==> src/rtl/uart_tx_fifo.sv <==
`default_nettype none
// ============================================================================
//  Module   : uart_tx_fifo
//  Purpose  : Byte FIFO between a host and a UART transmitter. The host pushes
//             bytes with wr_en. The head byte is presented show-ahead on
//             tx_din/tx_valid. It is popped on each tx_valid & tx_ready
//             handshake.
//  Revision : 1.0 - initial release
// ----------------------------------------------------------------------------
//  Parameters
//    DEPTH        entry count (power of two, >= 2)
//    AF_LEVEL     occupancy at or above which almost_full asserts
//  Ports
//    clk          single clock, rising edge
//    rst          asynchronous reset, active low
//    wr_data[7:0] byte pushed by the host
//    wr_en        push strobe, one byte per cycle
//    flush        synchronous discard of all stored bytes
//    full         occupancy == DEPTH
//    almost_full  occupancy >= AF_LEVEL
//    count        current occupancy, clog2(DEPTH)+1 bits
//    tx_din[7:0]  head byte to the transmitter
//    tx_valid     head byte valid; drives the transmitter send enable
//    tx_ready     transmitter idle / ready to accept
//    overflow     sticky flag: a push was rejected while full
//    ovf_clr      synchronous clear of overflow
//  Configuration
//    UART_TX_FIFO_OVF_EN  when defined, overflow records rejected pushes;
//                         otherwise overflow is tied low and ovf_clr ignored.
// ============================================================================
module uart_tx_fifo #(
   parameter int DEPTH    = 16,
   parameter int AF_LEVEL = 12
) (
   input  logic                    clk,
   input  logic                    rst,
   input  logic [7:0]              wr_data,
   input  logic                    wr_en,
   input  logic                    flush,
   output logic                    full,
   output logic                    almost_full,
   output logic [$clog2(DEPTH):0]  count,
   output logic [7:0]              tx_din,
   output logic                    tx_valid,
   input  logic                    tx_ready,
   output logic                    overflow,
   input  logic                    ovf_clr
);

   localparam int AW = $clog2(DEPTH);
   localparam int CW = AW + 1;
   localparam logic [CW-1:0] FULL_LEVEL = CW'(DEPTH);
   localparam logic [CW-1:0] AF_COUNT   = CW'(AF_LEVEL);

   logic [7:0]    mem [DEPTH];
   logic [AW-1:0] wr_ptr;
   logic [AW-1:0] rd_ptr;
   logic [CW-1:0] count_q;
   logic          push;
   logic          pop;

   // All status flags decode from the registered count only, so there is no
   // combinational path from wr_en or tx_ready to any output.
   assign count       = count_q;
   assign tx_valid    = (count_q != '0);
   assign full        = (count_q == FULL_LEVEL);
   assign almost_full = (count_q >= AF_COUNT);

   // Show-ahead head entry, read straight from the registered read pointer.
   assign tx_din = mem[rd_ptr];

   // A push while full is rejected outright; a pop in the same cycle does
   // not make room for it because full reflects the pre-edge occupancy.
   assign push = wr_en && !full;
   assign pop  = tx_valid && tx_ready;

   always_ff @(posedge clk or negedge rst) begin
      if (!rst) begin
         wr_ptr  <= '0;
         rd_ptr  <= '0;
         count_q <= '0;
      end else if (flush) begin
         wr_ptr  <= '0;
         rd_ptr  <= '0;
         count_q <= '0;
      end else begin
         if (push) begin
            wr_ptr <= wr_ptr + AW'(1);
         end
         if (pop) begin
            rd_ptr <= rd_ptr + AW'(1);
         end
         case ({push, pop})
            2'b10:   count_q <= count_q + CW'(1);
            2'b01:   count_q <= count_q - CW'(1);
            default: count_q <= count_q;
         endcase
      end
   end

   // Storage is deliberately not reset; its contents are only observable
   // through tx_din once count says the head entry is valid.
   always_ff @(posedge clk) begin
      if (push && !flush) begin
         mem[wr_ptr] <= wr_data;
      end
   end

`ifdef UART_TX_FIFO_OVF_EN
   logic reject;
   logic overflow_q;

   // A push ignored because of flush is not a rejection.
   assign reject = wr_en && full && !flush;

   // A rejection in the same cycle as ovf_clr wins, so no event is lost.
   always_ff @(posedge clk or negedge rst) begin
      if (!rst) begin
         overflow_q <= 1'b0;
      end else if (reject) begin
         overflow_q <= 1'b1;
      end else if (ovf_clr) begin
         overflow_q <= 1'b0;
      end
   end

   assign overflow = overflow_q;
`else
   logic unused_ovf_clr;

   assign unused_ovf_clr = ovf_clr;
   assign overflow       = 1'b0;
`endif

endmodule
`default_nettype wire

==> config.mk <==
export PLATFORM = sky130hd
export DESIGN_NAME = uart_tx_fifo
export DESIGN_NICKNAME = d
export VERILOG_FILES = /design/src/rtl/uart_tx_fifo.sv
export SDC_FILE = /design/constraint.sdc
export NUM_CORES = 1
export LEC_CHECK = 0
export ABC_CLOCK_PERIOD_IN_PS = 4300
export CORE_MARGIN = 4
export CORE_UTILIZATION = 55
export CTS_BUF_LIST = sky130_fd_sc_hd__clkbuf_16
export DETAILED_ROUTE_END_ITERATION = 10
export PLACE_DENSITY = 0.74
export SETUP_SLACK_MARGIN = 0.1
export SLEW_MARGIN = 25
export SYNTH_ARGS = -nofsm -noshare
export SYNTH_HDL_FRONTEND = slang
export SYNTH_SLANG_ARGS = --single-unit
==> constraint.sdc <==
create_clock -name clk -period 4.3 [get_ports clk]
set_input_delay 0.645 -clock clk [delete_from_list [all_inputs] [get_ports clk]]
set_output_delay 0.645 -clock clk [all_outputs]
set_load 0.005 [all_outputs]
==> flow_summary.json <==
{
  "status": "completed",
  "drive_above_1_share": 0.2612,
  "synth_area_um2": 5793,
  "antenna_found_initial": 0,
  "ir_worst_vdd_v": 0.0003744,
  "power_frac_comb": 0.182,
  "synth_edf_count": 128,
  "internal_power_mw": 3.044,
  "synth_compound_area_frac": 0.02268,
  "start_util": 0.5637,
  "synth-seq-cells": 141,
  "worst-r2r-cell-count": 4,
  "track_usage": 0.2033,
  "drtIter0Drc": 294,
  "drv_slew": 0,
  "fin_cells": 492,
  "synth_fp_nets": 320,
  "ys_types": 39,
  "clkLatencyLatePin_ps": 420,
  "period_share": 0.8270,
  "max-slew-margin-rel": 0.3915,
  "holdBufCountCts": 0,
  "p_clk_frac": 0.413,
  "fillers": 686,
  "r2r_slack_ps": 1850,
  "diodes": 0,
  "cp.arrival_ps": 2910,
  "path_max_fanout": 20,
  "area_delta_synth_final_pct": 19.85,
  "dieArea_um2": 12240,
  "core-area_um2": 10280,
  "fin_crit_ps": 3556,
  "drc": 0,
  "wl_per_cell_um": 23.62,
  "ios": 31,
  "dp.cells": 460,
  "ctsResizeCount": 0,
  "critPathKind": "flop to output port",
  "required_ps": 3650,
  "rsz0062_at_grt": "false",
  "ant_nets": 0,
  "place_congestion": 0.8118,
  "io_buffers": 28,
  "via_per_inst": 5.862,
  "dieWidth_um": 110.6,
  "p_sw_frac": 0.2355,
  "avgSynthCellArea_um2": 19.37,
  "seq_power_share": 0.405,
  "cts_sinks": 141,
  "finalHoldViolCount": 0,
  "total_power_mw": 3.982,
  "first_pass_iters": 4,
  "synthMuxAreaShare": 0.1624,
  "power.density_nw_per_um2": 573.5,
  "grt_start_max_net_pins": 36,
  "min_path_type": "input port to asynchronous set/reset pin",
  "grt_overflow": 0,
  "max-cap-violations": 0,
  "fmax_mhz": 281.2,
  "rows": 37,
  "yosys_warnings": 0,
  "synth_top_family_by_area": "multiplexers",
  "max_slew.worst_pin.slew_ps": 909.4,
  "htree_levels": 4,
  "synthXorXnorAreaFrac": 0.01512,
  "num_vias": 2884,
  "cp-start-kind": "flop",
  "whs_ps": 604.4,
  "p_leak_nw": 2.323,
  "finalSetupViolations": 0,
  "dpl.hpwl_mm": 6.731,
  "grt_pass1_wl_mm": 17.95,
  "cts_tree": "done",
  "switchingPower_mw": 0.9379,
  "synth_fa_ha_area_frac": 0.01512,
  "die_h_um": 110.6,
  "r2r-end": "mem[11][2]$_DFFE_PP_",
  "crit_path_end_kind": "output port",
  "fin_util": 0.6756,
  "synth-simple-area-share": 0.04579,
  "synth-main-ff-cell": "edfxtp_1",
  "ys_seq_area_frac": 0.7197,
  "cts_buffer_depth": 2,
  "synth_cells": 299,
  "worstReg2RegStart": "count[2]$_DFFE_PN0P_",
  "layout.nets": 364,
  "async_flop_share": 0.09220,
  "wl_mm": 11.62,
  "grt_pass1_vias": 2976,
  "cts_buffers": 17,
  "fin_tns_setup_ps": 0,
  "clk_pin_slew_ps": 60,
  "cts_setup_buffers": 0,
  "cts_root_buf": "clkbuf_16",
  "skew_ps": 7.202
}
[cell usage after synthesis (4+ instances only)]
cell type | n | area [um^2]
edfxtp_1 | 128 | 3844
nor2_1 | 33 | 123.9
nand2_1 | 12 | 45.04
a21oi_1 | 4 | 20.02
mux2i_1 | 4 | 40.04
ha_1 | 7 | 87.58
xor2_1 | 6 | 52.55
mux4_2 | 40 | 900.9
inv_1 | 5 | 18.77
dfrtp_1 | 13 | 325.3
buf_2 | 5 | 25.02
clkbuf_1 | 8 | 30.03
xnor2_1 | 4 | 35.03
[metrics by stage]
stage	instance area, um^2	setup slack (ps)
final	6943	743.8
after global routing	6943	566.9
after CTS	6943	651.8
after detailed placement	6274	1128
after global placement	6274	1151
after floorplan	5793	1845
[worst max path at each step]
stage	start	to	slack [ps]
2_1_floorplan	rd_ptr[0]$_DFFE_PN0P_	tx_din[0]	1840
3_3_place_gp	rd_ptr[0]$_DFFE_PN0P_	tx_din[2]	1150
3_5_place_dp	rd_ptr[0]$_DFFE_PN0P_	tx_din[2]	1130
4_1_cts	rd_ptr[0]$_DFFE_PN0P_	tx_din[6]	650
5_1_grt	rd_ptr[0]$_DFFE_PN0P_	tx_din[2]	570
6_report	rd_ptr[0]$_DFFE_PN0P_	tx_din[2]	740
[cells in the final DEF, fill, tap and decap left out, types with 6 or more instances in the layout]
| cell | count |
|---|---|
| bufinv_16 | 6 |
| nand2_1 | 12 |
| mux4_2 | 40 |
| dfrtp_1 | 12 |
| nor2_1 | 33 |
| inv_1 | 6 |
| ha_1 | 7 |
| xor2_1 | 6 |
| clkbuf_16 | 17 |
| buf_4 | 13 |
| edfxtp_1 | 128 |
| clkdlybuf4s50_1 | 28 |
[state kept, by name (all words and copies together), names as in the netlist]
| register | flops |
|---|---|
| count | 5 |
| mem | 128 |
| rd_ptr | 4 |
| wr_ptr | 4 |
[power by group through the flow]
stage	Clock (mW)	Sequential (mW)	Combinational (mW)
after floorplan	0	1.60	0.536
after global placement	0	1.64	0.721
after detailed placement	0	1.64	0.731
after CTS	1.67	1.62	0.736
after global routing	1.73	1.63	0.787
final	1.65	1.61	0.723
[worst max-delay path: stages (launching register included)]
cell,delay (ps)
dfrtp_2,720
buf_12,280
mux4_2,540
mux4_2,490
clkdlybuf4s50_1,460
[cells by family after synthesis]
group,after synthesis
muxes,44
buffers and inverters,22
AOI/OAI and AO/OA,16
xor gates and xnor gates,10
adders and majority gates,7
other,1
and+or+nand+nor,58
DFF,141
[layout make-up]
| cell class | count | area [um^2] | share of cell area |
|---|---|---|---|
| multi-input cells | 136 | 1516 | 0.2184 |
| well taps | 136 | 170.2 | 0.02451 |
| flip-flops and latches | 141 | 4170 | 0.6006 |
| clock inverters | 15 | 244.0 | 0.03514 |
| clock buffers | 17 | 425.4 | 0.06127 |
| inverters | 5 | 18.77 | 0.002703 |
| repair buffers | 42 | 397.9 | 0.05731 |
[metal layers]
metal  vias up  global-route usage  part of all wire
li1       1290                   -                 -
met1      1479              0.2784              0.39
met2       105              0.3212              0.53
met3        10             0.05151             0.070
met4         0             0.07143            0.0096
met5         -                   0                 0
Power figures use the tool's default switching activity.
